### src/rtl/rv32i_pkg.sv
// Shared RV32I definitions: data width, register indexing and writeback entry layout.
package rv32i_pkg;

   localparam int unsigned XLEN      = 32;
   localparam int unsigned NREG      = 32;
   localparam int unsigned REG_IDX_W = 5;

   typedef logic [REG_IDX_W-1:0] reg_idx_t;

   typedef struct packed {
      reg_idx_t          rd;
      logic [XLEN-1:0]   data;
   } wb_entry_t;

   // x0 is hardwired to zero, so it never takes a write or a scoreboard bit.
   function automatic logic idx_is_real(input reg_idx_t idx);
      return idx != '0;
   endfunction

endpackage

### src/rtl/wb_load_fifo.sv
// Load-return buffer: synchronous FIFO of writeback entries with async active-low reset.
module wb_load_fifo
   import rv32i_pkg::*;
#(
   parameter int unsigned DEPTH = 2
) (
   input  logic      clk,
   input  logic      resetn,
   input  logic      push,
   input  wb_entry_t push_entry,
   input  logic      pop,
   output logic      full,
   output logic      empty,
   output wb_entry_t head
);

   localparam int unsigned AW = $clog2(DEPTH);

   // Pointers carry one extra wrap bit to tell full from empty.
   logic [AW:0] wptr_q, wptr_d;
   logic [AW:0] rptr_q, rptr_d;
   wb_entry_t   mem_q [DEPTH];

   logic do_push;
   logic do_pop;

   assign empty   = (wptr_q == rptr_q);
   assign full    = (wptr_q[AW] != rptr_q[AW]) && (wptr_q[AW-1:0] == rptr_q[AW-1:0]);
   assign do_push = push && !full;
   assign do_pop  = pop && !empty;
   assign head    = mem_q[rptr_q[AW-1:0]];

   always_comb begin
      wptr_d = wptr_q;
      rptr_d = rptr_q;
      if (do_push) wptr_d = wptr_q + {{AW{1'b0}}, 1'b1};
      if (do_pop)  rptr_d = rptr_q + {{AW{1'b0}}, 1'b1};
   end

   always_ff @(posedge clk or negedge resetn) begin
      if (!resetn) begin
         wptr_q <= '0;
         rptr_q <= '0;
      end else begin
         wptr_q <= wptr_d;
         rptr_q <= rptr_d;
      end
   end

   // Storage needs no reset; emptiness is tracked by the pointers alone.
   always_ff @(posedge clk) begin
      if (do_push) mem_q[wptr_q[AW-1:0]] <= push_entry;
   end

endmodule

### src/rtl/reg_writeback_ctrl.sv
// Register-file writeback port arbiter: ALU results win, loads are buffered, and a
// pending-load scoreboard drives the decode-stage hazard signal.
module reg_writeback_ctrl
   import rv32i_pkg::*;
#(
   parameter int unsigned LQ_DEPTH = 2
) (
   input  logic            clk,
   input  logic            resetn,
   input  logic            alu_valid,
   input  reg_idx_t        alu_rd,
   input  logic [XLEN-1:0] alu_data,
   input  logic            ld_valid,
   output logic            ld_ready,
   input  reg_idx_t        ld_rd,
   input  logic [XLEN-1:0] ld_data,
   input  logic            iss_valid,
   input  logic            iss_is_load,
   input  reg_idx_t        iss_rd,
   input  reg_idx_t        chk_rs1,
   input  reg_idx_t        chk_rs2,
   input  reg_idx_t        chk_rd,
   output logic            hazard,
   output logic            wr_en,
   output reg_idx_t        wr_rd,
   output logic [XLEN-1:0] wr_data,
   output logic [NREG-1:0] pending
);

   logic      fifo_full;
   logic      fifo_empty;
   logic      fifo_push;
   logic      fifo_pop;
   wb_entry_t fifo_head;
   wb_entry_t fifo_in;

   logic            wr_en_d;
   reg_idx_t        wr_rd_d;
   logic [XLEN-1:0] wr_data_d;
   logic            wr_is_load_q, wr_is_load_d;
   logic [NREG-1:0] pending_q, pending_d;

   assign ld_ready  = !fifo_full;
   // Loads to x0 are handshaked and dropped here so they never occupy a slot.
   assign fifo_push = ld_valid && ld_ready && idx_is_real(ld_rd);
   assign fifo_pop  = !alu_valid && !fifo_empty;
   assign fifo_in   = '{rd: ld_rd, data: ld_data};

   wb_load_fifo #(
      .DEPTH (LQ_DEPTH)
   ) u_fifo (
      .clk        (clk),
      .resetn     (resetn),
      .push       (fifo_push),
      .push_entry (fifo_in),
      .pop        (fifo_pop),
      .full       (fifo_full),
      .empty      (fifo_empty),
      .head       (fifo_head)
   );

   always_comb begin
      wr_en_d      = 1'b0;
      wr_rd_d      = wr_rd;
      wr_data_d    = wr_data;
      wr_is_load_d = 1'b0;
      if (alu_valid) begin
         if (idx_is_real(alu_rd)) begin
            wr_en_d   = 1'b1;
            wr_rd_d   = alu_rd;
            wr_data_d = alu_data;
         end
      end else if (!fifo_empty) begin
         wr_en_d      = 1'b1;
         wr_rd_d      = fifo_head.rd;
         wr_data_d    = fifo_head.data;
         wr_is_load_d = 1'b1;
      end
   end

   // Clear first so a same-edge issue to the same register keeps the bit set.
   always_comb begin
      pending_d = pending_q;
      if (wr_en && wr_is_load_q) pending_d[wr_rd] = 1'b0;
      if (iss_valid && iss_is_load && idx_is_real(iss_rd)) pending_d[iss_rd] = 1'b1;
      pending_d[0] = 1'b0;
   end

   always_ff @(posedge clk or negedge resetn) begin
      if (!resetn) begin
         wr_en        <= 1'b0;
         wr_rd        <= '0;
         wr_data      <= '0;
         wr_is_load_q <= 1'b0;
         pending_q    <= '0;
      end else begin
         wr_en        <= wr_en_d;
         wr_rd        <= wr_rd_d;
         wr_data      <= wr_data_d;
         wr_is_load_q <= wr_is_load_d;
         pending_q    <= pending_d;
      end
   end

   assign pending = pending_q;
   assign hazard  = pending_q[chk_rs1] | pending_q[chk_rs2] | pending_q[chk_rd];

endmodule

### config.mk
export PLATFORM = sky130hd
export DESIGN_NAME = reg_writeback_ctrl
export DESIGN_NICKNAME = d
export VERILOG_FILES = /design/src/rtl/rv32i_pkg.sv /design/src/rtl/wb_load_fifo.sv /design/src/rtl/reg_writeback_ctrl.sv
export SDC_FILE = /design/constraint.sdc
export NUM_CORES = 1
export LEC_CHECK = 0
export CAP_MARGIN = 20
export CELL_PAD_IN_SITES_DETAIL_PLACEMENT = 1
export CELL_PAD_IN_SITES_GLOBAL_PLACEMENT = 2
export CORE_MARGIN = 8
export CORE_UTILIZATION = 33
export CTS_CLUSTER_DIAMETER = 200
export CTS_CLUSTER_SIZE = 8
export DETAILED_ROUTE_END_ITERATION = 8
export GPL_TIMING_DRIVEN = 0
export HOLD_SLACK_MARGIN = 0.12
export MAX_ROUTING_LAYER = met4
export PLACE_DENSITY_LB_ADDON = 0.1
export SLEW_MARGIN = 20
export SYNTH_ARGS = -nofsm -noshare
export SYNTH_HDL_FRONTEND = slang
export SYNTH_HIERARCHICAL = 1
export SYNTH_SLANG_ARGS = --single-unit
### constraint.sdc
create_clock -name clk -period 4.05 [get_ports clk]
set_input_delay 0.81 -clock clk [delete_from_list [all_inputs] [get_ports clk]]
set_output_delay 0.81 -clock clk [all_outputs]
set_load 0.02 [all_outputs]
# Word-level counts from Yosys, hierarchy flattened
# Memories as Yosys holds them, arrays and structs flattened.
# Cells that the tools add are included.
# word_totals
elab_cells	69
register_bits	74
in_bits	100
out_inout_bits	72
ram_bits	74
memories	1
# memory_table
name	depth	width	rd	rd_clocked_by_memory_dff	write_ports	line_no	text
u_fifo.mem_q	2	37	1	0	1	wb_load_fifo.sv:22	wb_entry_t mem_q [DEPTH];
# classes
magnitude_cmp	7
mux	24
bitwise	5
reduce_logical	18
eq_ne	5
n_addsub	2
# ops
operator	count
$mux 32	5
$and 32x32->32	1
$not 32->32	1
$or 32x32->32	1
$lt 5x6->1 const B	5
$bmux 1 s5	3
$mux 5	3
$reduce_bool 5->1	3
$logic_and 1x1->1	11
$mux 1	11
$demux 1 s5	2
$ge 5x1->1 const B	2
$add 2x1->2 const B	2
$logic_not 1->1	3
$eq 2x2->1	1
$ne 2x1->1 const B	1
$ne 2x2->1 const B	1
$or 1x1->1	2
$reduce_and 2->1	1
$eq 1x1->1	1
$ne 1x1->1	1

# Longest topological paths before layout
# logic_depth
ltp_word	9
ltp_mapped	9
mapped_depth_nobuf	7

# Cells and area by module
# Netlist, hierarchy kept.
# by_module_without_submodules
mod	instances	area_per_inst_um2	cells_each
reg_writeback_ctrl	1	3998.8	393
wb_load_fifo	1	2961.6	143

# Worst setup path before layout
# No wires, ideal clock.
# synth_timing
path_kind	reg2reg
start	reg u_fifo.rptr_q[0]
end	mem u_fifo/mem_q[1][0] (netlist bit) (enable)
arrival_ps	3201
path_buffers	2
path_stages_with_launch	9
synth_period_minus_slack_ps	3645
slack_ps	405
cell_sequence	dfrtp_1 > buf_6 > buf_8 > xor2_1 > nor2_1 > inv_1 > o311a_1 > nand2_1 > a21oi_1
# synth_between
elab_chain_cells	8
# synth_lines
element	line_no	text
start: declaration	wb_load_fifo.sv:21	logic [AW:0] rptr_q, rptr_d;
start signal: assignment	wb_load_fifo.sv:46	rptr_q <= rptr_d;
$eq 1x1->1	wb_load_fifo.sv:28	assign full = (wptr_q[AW] != rptr_q[AW]) && (wptr_q[AW-1:0] == rptr_q[AW-1:0]);
$logic_and 1x1->1	wb_load_fifo.sv:28	
named net fifo_full	reg_writeback_ctrl.sv:30	logic fifo_full;
$logic_not 1->1	reg_writeback_ctrl.sv:43	assign ld_ready = !fifo_full;
named net ld_ready	reg_writeback_ctrl.sv:14	output logic ld_ready,
$logic_and 1x1->1 (2 in series)	reg_writeback_ctrl.sv:45	assign fifo_push = ld_valid && ld_ready && idx_is_real(ld_rd);
named net fifo_push	reg_writeback_ctrl.sv:32	logic fifo_push;
$logic_and 1x1->1	wb_load_fifo.sv:29	assign do_push = push && !full;
$mux 1	wb_load_fifo.sv:52	if (do_push) mem_q[wptr_q[AW-1:0]] <= push_entry;
$mux 1 (not written as such)	wb_load_fifo.sv:52	
end: declaration	wb_load_fifo.sv:22	
# The timed path passes the listed nets, and every way through them passes these cells.

# Worst setup path after layout
# layout_timing
start	in chk_rs2[1]
end	out hazard
# layout_between
elab_chain_cells	4
# layout_lines
element	line_no	text
start: declaration	reg_writeback_ctrl.sv:21	input reg_idx_t chk_rs2,
$bmux 1 s5	reg_writeback_ctrl.sv:106	assign hazard = pending_q[chk_rs1] | pending_q[chk_rs2] | pending_q[chk_rd];
$mux 1 (not written as such)	reg_writeback_ctrl.sv:106	
$or 1x1->1 (2 in series)	reg_writeback_ctrl.sv:106	
end: declaration	reg_writeback_ctrl.sv:23	output logic hazard,
# No other way between the ends. The select of a mux whose other input is x is not followed.

==> impl_metrics.csv <==
group,metric,value,unit
outcome,outcome,"finished, final reports clean",
sta,skew,0.00826,ns
finish,drive_above_1_share,15.3,%
worst_setup_path,crit_chain,"clkdlybuf4s50_1, buf_6, mux2_4, a221oi_2, a2111oi_2, a311oi_2, nand4_1, dlymetal6s2s_1",
cts,hold_buffers,0,
floorplanning,ios,172,
placed_design,pre_cts_ws,0.0279,ns
worst_setup_path,worstSetupEndpointType,"output pin",
routing,drtIter0Drc,198,
floorplanning,die_h,161,um
global_routing,grt_use_met1,21.1,%
power_and_ir_drop,powerDensity,765,mW/mm2
worst_setup_path,worstPathRequired,3.24,ns
global_routing,grt_max_degree,50,
finish,final_area,0.00970,mm2
yosys,synth.distinct_cells,60,
placed_design,place_congestion,0.873,
worst_setup_path,worst-setup-path-type,"in2out",
global_routing,grt_overflow,0,
sta,max_freq,275,MHz
sta,setup_viol,0,
global_routing,met2_usage,28.7,%
sta,fin_crit_sh,89.9,%
cts,ctsResizeCount,0,
power_and_ir_drop,leakage,3.58,nW
worst_setup_path,rr_worst_depth,9,
finish,syn_to_final_growth,39.4,%
routing,avgRoutedWirePerCell,21.3,um
finish,antenna_cells,0,
yosys,yosysWarnings,6,
yosys,synth_area_per_cell,13.0,um2
yosys,seq_area_frac_synth,58.5,%
yosys,synth_top_cell_area_share,31.9,%
global_routing,grt_pass1_wl,33.9,mm
placed_design,io_buffers,165,
finish,stdcell_count,1014,
routing,drc_errors,0,
global_routing,grt_pass1_vias,5753,
cts,cts_root_buf,"clkbuf_16",
worst_setup_path,arrival,2.83,ns
global_routing,use_met3,4.56,%
placed_design,place_area,0.00910,mm2
cts,cts_setup_buffers,0,
global_routing,groute.usage.overall,17.5,%
placed_design,place_inst,982,
worst_hold_path,hold_path_class,"in2async",
cts,cts_tree,"yes",
cts,max-clock-path-buffers,2,
sta,fin_crit,3.64,ns
job,drv_cap,0,
yosys,syn-cell-area,0.00696,mm2
yosys,async_reset_ff_share,50.0,%
yosys,synth-edff-count,74,
yosys,synth_area_leader_cell,"edfxtp_1",
worst_setup_path,max_stage_delay,0.58,ns
floorplanning,rows,53,
placed_design,dp_hpwl,16.7,mm
floorplanning,dieArea,0.0260,mm2
yosys,synth_area_leaders,"edfxtp_1 (32%), dfrtp_1 (27%), mux2i_1 (6.5%)",
floorplanning,core,0.0209,mm2
yosys,synthTopCellsByCount,"dfrtp_1 (74), edfxtp_1 (74), o21ai_0 (73)",
routing,totalWireLength,21.6,mm
finish,fillers,2192,
sta,hold_ws,0.317,ns
routing,antenna_left,0,
cts,path_clk_slew,0.06,ns
floorplanning,start_util,33.3,%
global_routing,antenna_found_initial,0,
worst_setup_path,timing.critical_path.from_type,"input pin",
floorplanning,die_w,161,um
sta,timing.final.max_slew_violations,0,
yosys,synth_ff_type,"edfxtp_1",
cts,cts_sinks,148,
yosys,synth-seq-cells,148,
worst_setup_path,slowest_stage,"clkdlybuf4s50_1",
routing,vias_per_cell,5.05,
yosys,synth_cells,536,
cts,cts_made_buffers,17,
sta,slew_headroom,37.4,%
sta,tightest_slew,0.940,ns
power_and_ir_drop,irDropWorstVdd,0.000387,V
sta,hold_viol,0,
routing,drt_pass1_iterations,4,
worst_setup_path,cp_max_fo,10,
sta,rsz0062_at_grt,"false",
routing,dr_total_vias,5117,
sta,worst_slack,0.408,ns
global_routing,top_usage_layer,"met2",
yosys,syn_nets,636,
cts,clock_latency,0.42,ns
finish,fin_nets,826,
cts,htreeDepth,4,
layout make-up:
type | count | area [um2] | area share (%)
plain buffers | 29 | 206 | 2.13
clock buffers | 18 | 429 | 4.42
clock inverters | 14 | 165 | 1.70
inverters | 6 | 22.5 | 0.232
multi-input cells | 353 | 2680 | 27.6
flip-flops and latches | 148 | 4070 | 42.0
well taps | 275 | 344 | 3.55
repair buffers | 171 | 1780 | 18.3
per-layer routing:
| layer | up-vias | routed length [um] |
|---|---|---|
| met3 | 19 | 1060 |
| met2 | 135 | 10800 |
| met4 | 0 | 208 |
| li1 | 2394 | - |
| met5 | - | 0 |
| met1 | 2569 | 9500 |
path summary, 6_finish.rpt:
kind	slack, ns	startpoint	endpoint
min in group clk	0.48	wr_data[3]	wr_data[3]
worst min register to register	0.48	wr_data[3]	wr_data[3]
worst max-delay path	0.41	chk_rs2[1]	hazard
max in group asynchronous	3.14	resetn	wr_data[11]
worst max register to register	1.61	u_fifo/rptr_q[0]	u_fifo/mem_q[1][31]
worst min-delay path	0.32	resetn	pending[24]
cells in the final DEF (no fill, tap or decap), types with 3 or more instances in the layout:
cell type / netlist / layout
edfxtp_1: 74 / 74
a21oi_1: 4 / 3
o21ai_0: 73 / 73
buf_16: 0 / 3
o2111ai_1: 3 / 3
inv_6: 0 / 6
nand2b_1: 4 / 4
nor2b_1: 9 / 9
buf_6: 8 / 8
mux4_1: 4 / 4
nor2_1: 13 / 13
nand2_1: 55 / 55
inv_1: 6 / 6
o21ai_1: 28 / 28
buf_2: 11 / 11
mux2i_1: 45 / 45
dfrtp_1: 74 / 74
mux2_1: 17 / 17
mux4_2: 9 / 9
buf_8: 1 / 4
nand3b_1: 6 / 6
clkbuf_1: 3 / 4
or3_1: 3 / 3
clkbuf_16: 0 / 17
mux2_2: 31 / 31
nand3_1: 7 / 7
clkdlybuf4s50_1: 0 / 163
buf_4: 3 / 4
a2111oi_0: 3 / 3
worst max-delay path: cells and delay by family:
family	cells	cell delay, ns
mux	1	0.31
simple gates	1	0.10
compound gates	3	0.61
buf+inv	3	1.00
stage by stage:
stage                     utilization (%)  setup TNS (ns)  total power, mW
after floorplan                         -               0             4.30
after global placement               42.9         -132.61             5.70
after detailed placement             43.6               0             5.90
after CTS                            46.4               0             7.52
after global routing                 46.4               0             7.85
final                                46.4               0             7.42
flip-flops by register name (all words and copies together), names as in the netlist:
register / cells
wr_en: 1
pending: 31
wr_rd: 5
u_fifo/mem_q: 74
wr_is_load_q: 1
u_fifo/wptr_q: 2
u_fifo/rptr_q: 2
wr_data: 32
power breakdown:
group          switching [mW]  internal [mW]  leakage (nW)
Clock                   0.660          0.928         0.291
Combinational            1.67           1.49          1.77
Sequential              0.448           2.22          1.52
Total                    2.78           4.64          3.58
kinds of logic (layout without fill, tap and decap cells):
family                 count (synthesis)  in the layout  share of synthesized area [%]
other                                  1              1                         0.0539
XOR/XNOR                               3              3                          0.485
multiplexers                         107            107                           18.9
flip-flops                           148            148                           58.5
AND/OR/NAND/NOR                      113            113                           7.98
AO/OA/AOI/OAI                        129            129                           10.8
buffers and inverters                 35            238                           3.29
Note: power is estimated with default switching activity, not from simulation.
